==> src/rtl/ex_mem_req_pkg.sv <==
// Shared encodings for the EX->ME memory request path: transfer sizes, FSM states,
// load-format flag width and the alignment rule.
package ex_mem_req_pkg;

    localparam logic [1:0] SZ_B = 2'd0;
    localparam logic [1:0] SZ_H = 2'd1;
    localparam logic [1:0] SZ_W = 2'd2;

    localparam int LD_FLAG_W = 5;

    typedef enum logic [1:0] {
        ST_IDLE = 2'd0,
        ST_ADDR = 2'd1,
        ST_DATA = 2'd2,
        ST_RESP = 2'd3
    } state_e;

    // Size 3 has no legal transfer, so it is reported as misaligned.
    function automatic logic is_misaligned(input logic [1:0] size, input logic [1:0] off);
        logic bad;
        case (size)
            SZ_B:    bad = 1'b0;
            SZ_H:    bad = off[0];
            SZ_W:    bad = (off != 2'b00);
            default: bad = 1'b1;
        endcase
        return bad;
    endfunction

endpackage

==> src/rtl/mem_lane_fmt.sv <==
// Combinational lane formatter: byte strobes, replicated store data, load-format flag
// and alignment check from size/sign/address offset.
module mem_lane_fmt
    import ex_mem_req_pkg::*;
(
    input  logic                 is_store,
    input  logic [1:0]           size,
    input  logic                 sign,
    input  logic [1:0]           off,
    input  logic [31:0]          wdata,
    output logic [3:0]           wstrb,
    output logic [31:0]          wdata_rep,
    output logic [LD_FLAG_W-1:0] ld_flag,
    output logic                 ale
);

    logic [3:0]           strb_base_s;
    logic [LD_FLAG_W-1:0] flag_s;

    // Per-size lane pattern before shifting to the addressed byte.
    always_comb begin
        strb_base_s = 4'b0000;
        wdata_rep   = wdata;
        flag_s      = 5'b00000;
        case (size)
            SZ_B: begin
                strb_base_s = 4'b0001;
                wdata_rep   = {4{wdata[7:0]}};
                flag_s      = {sign, 1'b1, 1'b0, off};
            end
            SZ_H: begin
                strb_base_s = 4'b0011;
                wdata_rep   = {2{wdata[15:0]}};
                flag_s      = {sign, 1'b0, 1'b1, off};
            end
            SZ_W: begin
                strb_base_s = 4'b1111;
                wdata_rep   = wdata;
                flag_s      = 5'b00000;
            end
            default: begin
                strb_base_s = 4'b0000;
                wdata_rep   = wdata;
                flag_s      = 5'b00000;
            end
        endcase
    end

    assign wstrb   = is_store ? (strb_base_s << off) : 4'b0000;
    assign ld_flag = is_store ? 5'b00000 : flag_s;
    assign ale     = is_misaligned(size, off);

endmodule

==> src/rtl/ex_mem_req.sv <==
// EX->ME memory request issuer driving a req/addr_ok/data_ok SRAM bus.
// Optional performance counters are enabled with the macro EX_MEM_REQ_PERF_EN.
module ex_mem_req
    import ex_mem_req_pkg::*;
#(
    parameter int ADDR_W = 32,
    parameter int DATA_W = 32,
    parameter int DROP_W = 2
) (
    input  logic                 clk,
    input  logic                 resetn,
    input  logic                 in_valid,
    output logic                 in_ready,
    input  logic                 in_is_store,
    input  logic [1:0]           in_size,
    input  logic                 in_sign,
    input  logic [ADDR_W-1:0]    in_addr,
    input  logic [DATA_W-1:0]    in_wdata,
    input  logic                 flush,
    output logic                 data_sram_req,
    output logic                 data_sram_wr,
    output logic [1:0]           data_sram_size,
    output logic [3:0]           data_sram_wstrb,
    output logic [ADDR_W-1:0]    data_sram_addr,
    output logic [DATA_W-1:0]    data_sram_wdata,
    input  logic                 data_sram_addr_ok,
    input  logic                 data_sram_data_ok,
    input  logic [DATA_W-1:0]    data_sram_rdata,
    output logic                 out_valid,
    input  logic                 out_ready,
    output logic [DATA_W-1:0]    out_rdata,
    output logic [LD_FLAG_W-1:0] out_ld_flag,
    output logic                 out_ale,
    output logic                 busy
`ifdef EX_MEM_REQ_PERF_EN
    ,
    output logic [31:0]          perf_req_cnt,
    output logic [31:0]          perf_wait_cnt,
    output logic [31:0]          perf_drop_cnt
`endif
);

    localparam logic [DROP_W-1:0] DROP_MAX = {DROP_W{1'b1}};

    state_e               state_q, state_d;
    logic                 req_q, req_d;
    logic                 wr_q, wr_d;
    logic [1:0]           size_q, size_d;
    logic [3:0]           wstrb_q, wstrb_d;
    logic [ADDR_W-1:0]    addr_q, addr_d;
    logic [DATA_W-1:0]    wdata_q, wdata_d;
    logic                 out_valid_q, out_valid_d;
    logic [DATA_W-1:0]    rdata_q, rdata_d;
    logic [LD_FLAG_W-1:0] ld_flag_q, ld_flag_d;
    logic                 ale_q, ale_d;
    logic                 flush_pend_q, flush_pend_d;
    logic [DROP_W-1:0]    drop_cnt_q, drop_cnt_d;

    logic                 accept_s;
    logic                 drop_inc_s;
    logic                 drop_dec_s;
    logic                 discard_s;
    logic [3:0]           fmt_wstrb_s;
    logic [31:0]          fmt_wdata_s;
    logic [LD_FLAG_W-1:0] fmt_flag_s;
    logic                 fmt_ale_s;

    mem_lane_fmt u_fmt (
        .is_store  (in_is_store),
        .size      (in_size),
        .sign      (in_sign),
        .off       (in_addr[1:0]),
        .wdata     (in_wdata),
        .wstrb     (fmt_wstrb_s),
        .wdata_rep (fmt_wdata_s),
        .ld_flag   (fmt_flag_s),
        .ale       (fmt_ale_s)
    );

    assign in_ready = (state_q == ST_IDLE) && (drop_cnt_q != DROP_MAX) && !flush;
    assign accept_s = in_valid && in_ready;
    // Responses return in order, so any data_ok seen with drops pending belongs to a cancelled op.
    assign drop_dec_s = data_sram_data_ok && (drop_cnt_q != {DROP_W{1'b0}});

    // Next-state, bus-field and result computation.
    always_comb begin
        state_d      = state_q;
        req_d        = req_q;
        wr_d         = wr_q;
        size_d       = size_q;
        wstrb_d      = wstrb_q;
        addr_d       = addr_q;
        wdata_d      = wdata_q;
        out_valid_d  = out_valid_q;
        rdata_d      = rdata_q;
        ld_flag_d    = ld_flag_q;
        ale_d        = ale_q;
        flush_pend_d = flush_pend_q;
        drop_inc_s   = 1'b0;
        discard_s    = drop_dec_s;
        case (state_q)
            ST_IDLE: begin
                if (accept_s) begin
                    wr_d         = in_is_store;
                    size_d       = in_size;
                    addr_d       = in_addr;
                    wstrb_d      = fmt_wstrb_s;
                    wdata_d      = fmt_wdata_s;
                    ld_flag_d    = fmt_flag_s;
                    rdata_d      = {DATA_W{1'b0}};
                    flush_pend_d = 1'b0;
                    if (fmt_ale_s) begin
                        ale_d       = 1'b1;
                        out_valid_d = 1'b1;
                        state_d     = ST_RESP;
                    end else begin
                        ale_d   = 1'b0;
                        req_d   = 1'b1;
                        state_d = ST_ADDR;
                    end
                end else begin
                    state_d = ST_IDLE;
                end
            end
            ST_ADDR: begin
                // A flushed request must still complete its address handshake before being dropped.
                if (data_sram_addr_ok) begin
                    req_d = 1'b0;
                    if (flush || flush_pend_q) begin
                        flush_pend_d = 1'b0;
                        drop_inc_s   = 1'b1;
                        state_d      = ST_IDLE;
                    end else begin
                        state_d = ST_DATA;
                    end
                end else if (flush) begin
                    flush_pend_d = 1'b1;
                end else begin
                    state_d = ST_ADDR;
                end
            end
            ST_DATA: begin
                if (flush) begin
                    state_d = ST_IDLE;
                    if (data_sram_data_ok && !drop_dec_s) begin
                        discard_s = 1'b1;
                    end else begin
                        drop_inc_s = 1'b1;
                    end
                end else if (data_sram_data_ok && !drop_dec_s) begin
                    rdata_d     = wr_q ? {DATA_W{1'b0}} : data_sram_rdata;
                    out_valid_d = 1'b1;
                    state_d     = ST_RESP;
                end else begin
                    state_d = ST_DATA;
                end
            end
            ST_RESP: begin
                if (flush || out_ready) begin
                    out_valid_d = 1'b0;
                    ale_d       = 1'b0;
                    state_d     = ST_IDLE;
                end else begin
                    state_d = ST_RESP;
                end
            end
            default: begin
                state_d = ST_IDLE;
            end
        endcase

        case ({drop_inc_s, drop_dec_s})
            2'b10:   drop_cnt_d = drop_cnt_q + DROP_W'(1);
            2'b01:   drop_cnt_d = drop_cnt_q - DROP_W'(1);
            default: drop_cnt_d = drop_cnt_q;
        endcase
    end

    // State and output registers.
    always_ff @(posedge clk or negedge resetn) begin
        if (!resetn) begin
            state_q      <= ST_IDLE;
            req_q        <= 1'b0;
            wr_q         <= 1'b0;
            size_q       <= 2'b00;
            wstrb_q      <= 4'b0000;
            addr_q       <= {ADDR_W{1'b0}};
            wdata_q      <= {DATA_W{1'b0}};
            out_valid_q  <= 1'b0;
            rdata_q      <= {DATA_W{1'b0}};
            ld_flag_q    <= 5'b00000;
            ale_q        <= 1'b0;
            flush_pend_q <= 1'b0;
            drop_cnt_q   <= {DROP_W{1'b0}};
        end else begin
            state_q      <= state_d;
            req_q        <= req_d;
            wr_q         <= wr_d;
            size_q       <= size_d;
            wstrb_q      <= wstrb_d;
            addr_q       <= addr_d;
            wdata_q      <= wdata_d;
            out_valid_q  <= out_valid_d;
            rdata_q      <= rdata_d;
            ld_flag_q    <= ld_flag_d;
            ale_q        <= ale_d;
            flush_pend_q <= flush_pend_d;
            drop_cnt_q   <= drop_cnt_d;
        end
    end

    assign data_sram_req   = req_q;
    assign data_sram_wr    = wr_q;
    assign data_sram_size  = size_q;
    assign data_sram_wstrb = wstrb_q;
    assign data_sram_addr  = addr_q;
    assign data_sram_wdata = wdata_q;
    assign out_valid       = out_valid_q;
    assign out_rdata       = rdata_q;
    assign out_ld_flag     = ld_flag_q;
    assign out_ale         = ale_q;
    assign busy            = (state_q != ST_IDLE) || (drop_cnt_q != {DROP_W{1'b0}});

`ifdef EX_MEM_REQ_PERF_EN
    logic [31:0] perf_req_q, perf_wait_q, perf_drop_q;

    // Free-running event counters, wrapping at 2^32.
    always_ff @(posedge clk or negedge resetn) begin
        if (!resetn) begin
            perf_req_q  <= 32'd0;
            perf_wait_q <= 32'd0;
            perf_drop_q <= 32'd0;
        end else begin
            perf_req_q  <= perf_req_q + ((req_q && data_sram_addr_ok) ? 32'd1 : 32'd0);
            perf_wait_q <= perf_wait_q + (((state_q == ST_ADDR) || (state_q == ST_DATA)) ? 32'd1 : 32'd0);
            perf_drop_q <= perf_drop_q + (discard_s ? 32'd1 : 32'd0);
        end
    end

    assign perf_req_cnt  = perf_req_q;
    assign perf_wait_cnt = perf_wait_q;
    assign perf_drop_cnt = perf_drop_q;
`else
    logic unused_s;
    assign unused_s = discard_s;
`endif

endmodule

==> config.mk <==
export PLATFORM = sky130hd
export DESIGN_NAME = ex_mem_req
export DESIGN_NICKNAME = d
export VERILOG_FILES = /design/src/rtl/ex_mem_req_pkg.sv /design/src/rtl/mem_lane_fmt.sv /design/src/rtl/ex_mem_req.sv
export SDC_FILE = /design/constraint.sdc
export NUM_CORES = 1
export LEC_CHECK = 0
export BUFFER_PORTS_ARGS = -buffer_cell sky130_fd_sc_hd__buf_2
export CORE_MARGIN = 4
export CORE_UTILIZATION = 48
export DETAILED_ROUTE_END_ITERATION = 8
export PLACE_DENSITY_LB_ADDON = 0.25
export SETUP_SLACK_MARGIN = 0.3
export SLEW_MARGIN = 5
export SYNTH_ARGS = -nofsm -noshare
export SYNTH_HDL_FRONTEND = slang
export SYNTH_SLANG_ARGS = --single-unit
==> constraint.sdc <==
create_clock -name clk -period 2 [get_ports clk]
set_input_delay 0.2 -clock clk [delete_from_list [all_inputs] [get_ports clk]]
set_output_delay 0.2 -clock clk [all_outputs]
set_load 0.005 [all_outputs]
==> impl_metrics.csv, run 1 <==
group,metric,value,unit
timing,finalHoldViolCount,0,
pwr,leakage,4.25,nW
worst_setup_path,path_delay_family,"flip-flops",
cts,clkSinkCount,116,
worst_setup_path,critPathBufInv,3,
drt,drtAntennaViolNets,0,
drt,drc,0,
worst_setup_path,critPathKind,"register to output port",
cts,cts_tree,"yes",
synthesis,synthSimpleGateAreaFrac,16.7,%
die,fp.coreArea,10800,um^2
cts,clk_latency,0.51,ns
worst_hold_path,min_delay_path_depth,3,
drt,via_per_inst,5.19,
synthesis,ys_types,52,
cells_and_area,final_nets,978,
cells_and_area,antenna_cells,0,
worst_setup_path,r2r_slack,0.21,ns
die,dieArea,12900,um^2
die,die_y,113,um
worst_setup_path,crit_slowest_cell,"dfrtp_1",
die,die-width,113,um
worst_setup_path,setup.worst_path.end_class,"output port",
global_route,overflow,0,
cts,cts_buffers,17,
timing,drv_slew,0,
synthesis,synthCells,534,
worst_setup_path,rr_startpoint,"state_q[0]$_DFFE_PN0P_",
cells_and_area,layout_common_cells,"buf_2 (217), nand2_1 (155), dfrtp_1 (115), dlygate4sd3_1 (97), mux2i_1 (40)",
synthesis,synth_fp_nets,653,
worst_setup_path,worstRegToRegCells,11,
global_route,grt_pass1_wl,27700,um
worst_setup_path,cp-start-kind,"register",
worst_setup_path,required,1.80,ns
synthesis,yosys_most_used_dff,"dfrtp_1",
synthesis,muxShareOfSynthArea,10.0,%
cells_and_area,finalNonFillerCells,1012,
pwr,power.density,1310,nW/um^2
synthesis,synth_edf_count,0,
placement,hpwl,10100,um
synthesis,yosys_warnings,0,
cts,cts.htree.levels,4,
drt,vias,5252,
drt,first_pass_iters,5,
placement,place.gp.congestion,0.889,
synthesis,syn_area,5330,um^2
placement,io_buffers,219,
timing,min_period_over_period,92.6,%
die,ios,220,
global_route,grt_antenna_before_repair,0,
synthesis,yosys.area_share.xor_xnor,0.493,%
timing,timing.fmax,540,MHz
worst_setup_path,crit_start,"state_q[1]$_DFFE_PN0P_",
cells_and_area,stdcell_area,8430,um^2
cts,clk_pin_slew,0.06,ns
die,row_count,38,
placement,dpl.cell_count,873,
global_route,grt_max_degree,117,
worst_setup_path,r2r-end,"drop_cnt_q[1]$_DFFE_PN0P_",
synthesis,synth_adder_area_share,2.81,%
timing,relSlewSlack,59.4,%
placement,post_dp_cell_area,6530,um^2
timing,finalSetupViolCount,0,
worst_setup_path,worstPathCellList,"inv_2 > ha_4 > inv_4 > or3_4 > buf_6",
worst_setup_path,max_stage_delay,0.40,ns
synthesis,synth-compound-area-share,8.80,%
drt,drt-wirelength-per-cell,17.1,um
synthesis,ys_async_sr_fraction,100,%
worst_setup_path,crit_fanout,4,
worst_hold_path,worstHoldStart,"in_is_store",
timing,rsz0062_at_grt,"yes",
pwr,ir_worst_vdd,0.770,mV
cells_and_area,mostFrequentLayoutCell,"buf_2",
global_route,grt_pass1_vias,5615,
worst_hold_path,min_to,"data_sram_wstrb[3]$_DFFE_PN0P_",
global_route,grtUsageTotal,27.1,%
timing,tightestPinTransition,0.609,ns
synthesis,synth_seq_area_share,54.4,%
synthesis,synth_top_family_by_area,"simple AND/OR/NAND/NOR gates",
worst_hold_path,hold_class,"input pin to register",
cells_and_area,synthToLayoutAreaGrowth,58.0,%
timing,whs,0.0295,ns
cells_and_area,drive_gt1_share,36.4,%
worst_setup_path,cp.arrival,1.65,ns
drt,drtIter0Drc,547,
synthesis,synth_seq_cells,116,
job,maxCapViolCount,0,
run_status,status,"complete, no violations",
drt,wirelength,17300,um
timing,fin_skew,0.00943,ns
timing,setup-tns-final,0,ns
cts,cts_max_path_buffers,2,
synthesis,synth_area_per_cell,9.99,um^2
cells_and_area,final_util,77.7,%
cts,clock-root-buffer,"clkbuf_8",
die,initial_core_util,49.2,%
timing,period_needed,1.85,ns
==> through the flow <==
step | power, W | setup WS [ns]
floorplan | 0.00571 | 0.309
global placement | 0.00694 | 0.212
CTS | 0.0108 | 0.131
finish | 0.0111 | 0.148
global route | 0.0117 | 0.0926
detailed placement | 0.00706 | 0.105
==> registers in the layout (all words and copies together), names as in the netlist <==
name / cells
data_sram_wr: 1
out_valid: 1
data_sram_size: 2
state_q: 2
data_sram_req: 1
out_ld_flag: 5
drop_cnt_q: 2
data_sram_wdata: 32
out_ale: 1
flush_pend_q: 1
data_sram_wstrb: 4
out_rdata: 32
data_sram_addr: 32
==> cell type report <==
| cell class | instances | area [um^2] |
|---|---|---|
| Multi-Input combinational cell | 347 | 2190 |
| Sequential cell | 116 | 2900 |
| Timing Repair Buffer | 336 | 2350 |
| Inverter | 41 | 159 |
| Tap cell | 140 | 175 |
| Clock buffer | 18 | 428 |
| Clock inverter | 14 | 224 |
| Fill cell | 676 | 2410 |
==> tightest hold or removal path, cell delays in order <==
cell and delay (ns):
buf_2 0.14, o21ai_0 0.08, o21ai_0 0.07
==> where the power goes <==
| part | total [W] | switching (W) | internal, W |
|---|---|---|---|
| Combinational | 0.00398 | 0.00198 | 0.00200 |
| Clock | 0.00331 | 0.00111 | 0.00220 |
| Sequential | 0.00378 | 0.000558 | 0.00322 |
==> worst max path at each step <==
| stage | endpoint | slack, ns | cells past startpoint |
|---|---|---|---|
| after floorplan | drop_cnt_q[1]$_DFFE_PN0P_ | 0.31 | 9 |
| after global placement | out_valid$_DFFE_PN0P_ | 0.21 | 7 |
| after detailed placement | drop_cnt_q[1]$_DFFE_PN0P_ | 0.11 | 9 |
| after CTS | busy | 0.13 | 5 |
| after global routing | busy | 0.09 | 5 |
| final | busy | 0.15 | 5 |
==> what timing repair did <==
action                                 4_1_cts  5_1_grt
resized for setup                           15       23
pin swaps                                    5        3
cloned                                       1        1
hold buffers                                97        0
setup endpoints to repair                   65       62
setup buffers                                5        3
endpoints found under the hold margin      212        0
==> layer usage <==
layer	share of wire [%]	GRT usage, %	vias to the layer above
met2	51	47.6	268
met1	37	30.9	2532
li1	-	-	2406
met3	8.4	7.37	46
met4	2.8	11.9	0
met5	0	0	-
==> Yosys cell counts (6+ instances only) <==
cell type | instances | area share (%)
dfrtp_1 | 116 | 54
a22oi_1 | 8 | 1.1
nand3_1 | 6 | 0.56
a221oi_1 | 8 | 1.3
a31oi_1 | 8 | 0.94
ha_1 | 12 | 2.8
nor2_1 | 28 | 2.0
mux2_2 | 12 | 2.5
o21ai_0 | 19 | 1.8
inv_1 | 41 | 2.9
nand2_1 | 157 | 11
mux2i_1 | 40 | 7.5
buf_2 | 18 | 1.7
==> kinds of logic (layout without fill, tap and decap cells) <==
kind of cell / Yosys count / in the layout
simple gates: 214 / 214
compound gates: 66 / 66
xor+xnor: 3 / 3
buf+inv: 71 / 409
mux: 52 / 52
flops: 116 / 116
fa+ha+maj: 12 / 12
(Power assumes the default switching activity.)
==> run 2, diff against run 1 <==
--- a/config.mk
+++ b/config.mk
@@ -6,11 +6,12 @@
 export NUM_CORES = 1
 export LEC_CHECK = 0
 export BUFFER_PORTS_ARGS = -buffer_cell sky130_fd_sc_hd__buf_2
+export CAP_MARGIN = 20
 export CORE_MARGIN = 4
 export CORE_UTILIZATION = 48
 export DETAILED_ROUTE_END_ITERATION = 8
 export PLACE_DENSITY_LB_ADDON = 0.25
-export SETUP_SLACK_MARGIN = 0.3
+export REMOVE_ABC_BUFFERS = 1
 export SLEW_MARGIN = 5
 export SYNTH_ARGS = -nofsm -noshare
 export SYNTH_HDL_FRONTEND = slang
==> run 2 against run 1 <==
Net effect:
- critical path depth stayed put
- clock-buffer cell count is 2 higher
- first-iteration DRC count is 36% lower
- non-clock buffer count is 4 lower
- via count is 2.2% lower
- setup slack worse by 0.088 ns
- utilization is 2.6 points lower
==> impl_metrics.csv, run 2 (synthesis gave the netlist of run 1 again) <==
group,metric,value,unit
run_status,status,"complete, no violations",
job,maxCapViolCount,0,
global_route,grtUsageTotal,26.6,%
cells_and_area,drive_gt1_share,34.3,%
global_route,grt_antenna_before_repair,0,
die,dieArea,12900,um^2
timing,rsz0062_at_grt,"yes",
drt,wirelength,16800,um
worst_setup_path,required,1.80,ns
worst_setup_path,cp.arrival,1.74,ns
cts,cts_buffers,17,
cts,clkSinkCount,116,
die,die-width,113,um
timing,fin_ws,0.0599,ns
drt,drtAntennaViolNets,0,
placement,post_dp_cell_area,6540,um^2
cells_and_area,nFillCells,703,
drt,drt-wirelength-per-cell,16.7,um
cells_and_area,finalNonFillerCells,1009,
timing,timing.fmax,515,MHz
worst_setup_path,setup.worst_path.end_class,"output port",
cts,clk_latency,0.51,ns
global_route,overflow,0,
cells_and_area,final_nets,974,
placement,io_buffers,219,
worst_setup_path,worstRegToRegCells,9,
placement,preCtsSetupSlack,0.0786,ns
worst_setup_path,r2r_slack,0.15,ns
cells_and_area,mostFrequentLayoutCell,"buf_2",
cts,clock-root-buffer,"clkbuf_8",
timing,tightestPinTransition,0.619,ns
die,fp.coreArea,10800,um^2
pwr,ir_worst_vdd,0.745,mV
timing,fin_skew,0.00819,ns
pwr,leakage,4.13,nW
timing,whs,0.0318,ns
die,row_count,38,
worst_hold_path,hold_class,"input pin to register",
placement,dpl.cell_count,874,
die,ios,220,
worst_setup_path,crit_fanout,4,
timing,setup-tns-final,0,ns
timing,finalHoldViolCount,0,
drt,drc,0,
cells_and_area,layout_common_cells,"buf_2 (218), nand2_1 (157), dfrtp_1 (116), dlygate4sd3_1 (97), mux2i_1 (40)",
placement,hpwl,10100,um
timing,drv_slew,0,
cells_and_area,stdcell_area,8140,um^2
worst_setup_path,critPathKind,"register to output port",
timing,relSlewSlack,58.8,%
drt,via_per_inst,5.09,
timing,finalSetupViolCount,0,
cts,cts_tree,"yes",
drt,vias,5138,
cells_and_area,synthToLayoutAreaGrowth,52.7,%
pwr,power.density,1260,nW/um^2
placement,place.gp.congestion,0.878,
worst_hold_path,min_delay_path_depth,2,
die,die_y,113,um
global_route,grt_max_degree,117,
global_route,grt_pass1_wl,27200,um
timing,min_period_over_period,97.0,%
cts,cts.htree.levels,4,
timing,period_needed,1.94,ns
drt,first_pass_iters,7,
die,initial_core_util,49.2,%
cts,cts_max_path_buffers,2,
drt,drtIter0Drc,349,
worst_setup_path,cp-start-kind,"register",
global_route,grt_pass1_vias,5480,
cts,clk_pin_slew,0.05,ns
run 2: worst paths after layout:
path                                             from                              end
max                            state_q[1]$_DFFE_PN0P_                             busy
max reg2reg                    state_q[1]$_DFFE_PN0P_        drop_cnt_q[1]$_DFFE_PN0P_
max in group asynchronous                      resetn  data_sram_wdata[19]$_DFFE_PN0P_
min reg2reg                out_ld_flag[1]$_DFFE_PN0P_       out_ld_flag[1]$_DFFE_PN0P_
min                                       in_is_store   data_sram_wstrb[2]$_DFFE_PN0P_
min in group asynchronous                      resetn   data_sram_addr[10]$_DFFE_PN0P_
run 2: through the flow:
step | util [%] | total power, W
after floorplan | - | 0.00546
after global placement | 60.3 | 0.00696
after detailed placement | 60.3 | 0.00709
after CTS | 75.0 | 0.0102
after global routing | 75.1 | 0.0109
final | 75.1 | 0.0103
run 2: layout make-up:
type	instances	area, um^2	share of cell area, %
diodes	1	2.50	0.0307
clock buffers	20	445	5.47
clock inverters	12	130	1.60
inverters	41	154	1.89
multi-input cells	347	2090	25.7
flip-flops and latches	116	2900	35.6
well taps	140	175	2.15
repair buffers	332	2240	27.5
run 2: critical path: stages, from the launching register on:
cell,delay [ns]
dfrtp_1,0.40
inv_2,0.09
ha_4,0.15
inv_2,0.05
or3_2,0.41
buf_2,0.14
run 2: where the power goes:
| part | total [W] | switching [W] | leakage [nW] | internal, W |
|---|---|---|---|---|
| Clock | 0.00290 | 0.00107 | 0.269 | 0.00183 |
| Combinational | 0.00361 | 0.00185 | 2.39 | 0.00176 |
| Sequential | 0.00378 | 0.000559 | 1.47 | 0.00322 |
| Total | 0.0103 | 0.00347 | 4.13 | 0.00681 |
run 2: what timing repair did:
action	in CTS	in global routing
gates resized for setup	4	3
hold buffers	97	0
endpoints found under the hold margin	212	0
gates cloned	0	0
setup buffers	4	1
setup endpoints to repair	1	2
pin swaps	1	0
run 2: routing by layer:
| layer | global-route usage, % | wire [um] | share of wire, % | vias up |
|---|---|---|---|---|
| li1 | - | - | - | 2401 |
| met4 | 11.8 | 459 | 2.7 | 0 |
| met3 | 8.17 | 1480 | 8.8 | 47 |
| met2 | 45.5 | 8490 | 50 | 263 |
| met5 | 0 | 0 | 0 | - |
| met1 | 30.9 | 6400 | 38 | 2427 |
==> run 3, diff against run 2 <==
--- a/config.mk
+++ b/config.mk
@@ -7,8 +7,8 @@
 export LEC_CHECK = 0
 export BUFFER_PORTS_ARGS = -buffer_cell sky130_fd_sc_hd__buf_2
 export CAP_MARGIN = 20
-export CORE_MARGIN = 4
 export CORE_UTILIZATION = 48
+export CTS_BUF_LIST = sky130_fd_sc_hd__clkbuf_16
 export DETAILED_ROUTE_END_ITERATION = 8
 export PLACE_DENSITY_LB_ADDON = 0.25
 export REMOVE_ABC_BUFFERS = 1
==> run 3 against run 2 <==
Net effect:
- utilization decreased by 4.5 points
- maximum frequency increased by 0.67%
- highest routed layer unchanged
- final area decreased by 6.0%
- setup slack improved by 0.013 ns
- largest power group unchanged
- die area decreased by 10%
- flip-flop and latch count unchanged
==> impl_metrics.csv, run 3 (synthesis gave the netlist of run 1 again) <==
group,metric,value,unit
cells_and_area,drive_gt1_share,37.6,%
worst_setup_path,cp.arrival,1.73,ns
drt,drt-wirelength-per-cell,15.4,um
die,initial_core_util,49.2,%
drt,vias,4761,
global_route,grt_use_met2,43.4,%
worst_setup_path,cp-start-kind,"register",
drt,drc,0,
drt,drtAntennaViolNets,0,
drt,via_per_inst,5.03,
job,maxCapViolCount,0,
pwr,power.density,1410,nW/um^2
timing,tightestPinTransition,0.577,ns
placement,place.gp.congestion,0.857,
pwr,switchingPower,0.00341,W
timing,fin_ws,0.0727,ns
drt,first_pass_iters,5,
cts,cts.htree.levels,4,
global_route,grt_pass1_vias,4718,
worst_hold_path,hold_class,"input pin to register",
run_status,status,"complete, no violations",
drt,drtIter0Drc,218,
global_route,grt_max_degree,44,
cts,clkSinkCount,116,
pwr,leakage,3.94,nW
cells_and_area,synthToLayoutAreaGrowth,43.5,%
cts,cts_buffers,17,
die,dieArea,11500,um^2
pwr,switching_share,31.6,%
cts,clk_latency,0.41,ns
global_route,grt_pass1_wl,22700,um
cts,cts_max_path_buffers,2,
global_route,grtUsageTotal,25.7,%
global_route,grt_antenna_before_repair,0,
pwr,combPwrFrac,32.6,%
global_route,grtUsageMet1,30.1,%
die,die_y,107,um
worst_setup_path,required,1.80,ns
timing,finalHoldViolCount,0,
global_route,overflow,0,
pwr,power_frac_clock,32.7,%
pwr,p_seq_share,34.7,%
cts,cts_tree,"yes",
worst_setup_path,setup.worst_path.end_class,"output port",
timing,period_needed,1.93,ns
placement,preCtsSetupSlack,0.0555,ns
worst_setup_path,crit_fanout,5,
pwr,p_int,0.00739,W
die,row_count,38,
cells_and_area,antenna_cells,0,
placement,post_dp_cell_area,6600,um^2
worst_setup_path,critPathKind,"register to output port",
die,die-width,107,um
cells_and_area,mostFrequentLayoutCell,"buf_2",
cells_and_area,layout_common_cells,"buf_2 (218), nand2_1 (157), dfrtp_1 (116), mux2i_1 (40), inv_1 (39)",
drt,wirelength,14600,um
timing,fin_skew,0.00766,ns
placement,io_buffers,219,
cells_and_area,stdcell_area,7650,um^2
timing,finalSetupViolCount,0,
timing,timing.fmax,519,MHz
timing,drv_slew,0,
timing,relSlewSlack,61.6,%
placement,hpwl,9960,um
global_route,met3_usage,7.20,%
pwr,ir_worst_vdd,0.816,mV
timing,min_period_over_period,96.4,%
die,ios,220,
cells_and_area,final_nets,912,
cts,clk_pin_slew,0.05,ns
cts,clock-root-buffer,"clkbuf_16",
die,fp.coreArea,10800,um^2
global_route,gr-max-usage-layer,"met2",
[run 3: worst max-delay path: stages, from the launching register on]
cell     delay, ns
dfrtp_1       0.40
inv_2         0.11
ha_4          0.16
inv_1         0.09
or3_2         0.43
buf_2         0.14
[run 3: metal layers]
metal / vias to the layer above / share of wire (%)
met5: - / 0
li1: 2268 / -
met4: 0 / 2.3
met1: 2270 / 40
met3: 25 / 7.7
met2: 198 / 50
[run 3: per-stage QoR]
stage | hold WS [ns] | instances | total power, W | setup TNS [ns] | util (%)
finish | 0.0177 | 946 | 0.0108 | 0 | 70.6
global route | 0.0220 | 946 | 0.0114 | -0.00790 | 70.6
CTS | 0.00323 | 944 | 0.0108 | 0 | 70.3
detailed placement | 0.239 | 879 | 0.00710 | 0 | 60.9
global placement | 0.237 | 879 | 0.00695 | 0 | 60.9
floorplan | -0.0956 | 504 | 0.00546 | -21.86 | -
[run 3: power by group through the flow]
stage / combinational [W] / sequential [W] / clock (W)
2_1_floorplan: 0.00167 / 0.00379 / 0
3_3_place_gp: 0.00325 / 0.00371 / 0
3_5_place_dp: 0.00334 / 0.00376 / 0
4_1_cts: 0.00350 / 0.00373 / 0.00358
5_1_grt: 0.00388 / 0.00385 / 0.00368
6_report: 0.00352 / 0.00375 / 0.00353
[run 3: path summary, 6_finish.rpt]
path	cells after the start	slack, ns	end	startpoint
worst max-delay path	5	0.07	busy	state_q[0]$_DFFE_PN0P_
worst min-delay path	3	0.02	data_sram_addr[24]$_DFFE_PN0P_	in_addr[24]
worst max register to register	10	0.11	drop_cnt_q[1]$_DFFE_PN0P_	state_q[0]$_DFFE_PN0P_
worst min register to register	2	0.47	data_sram_addr[2]$_DFFE_PN0P_	data_sram_addr[2]$_DFFE_PN0P_
max in group asynchronous	3	0.98	data_sram_wdata[20]$_DFFE_PN0P_	resetn
min in group asynchronous	2	0.33	out_rdata[26]$_DFFE_PN0P_	resetn
[run 3: repair_timing]
item / CTS / global route
pin swaps: 1 / 2
setup endpoints to repair: 2 / 2
gates resized for setup: 4 / 6
buffers inserted: 3 / 2
endpoints found under the hold margin: 68 / 0
hold buffers: 30 / 0
[run 3: area by class of cell]
type                    instances  area (um^2)
clock buffers                  17          425
clock inverters                15          262
fillers                       818         3190
inverters                      41          154
multi-input cells             347         2120
flip-flops and latches        116         2900
well taps                     140          175
repair buffers                270         1620
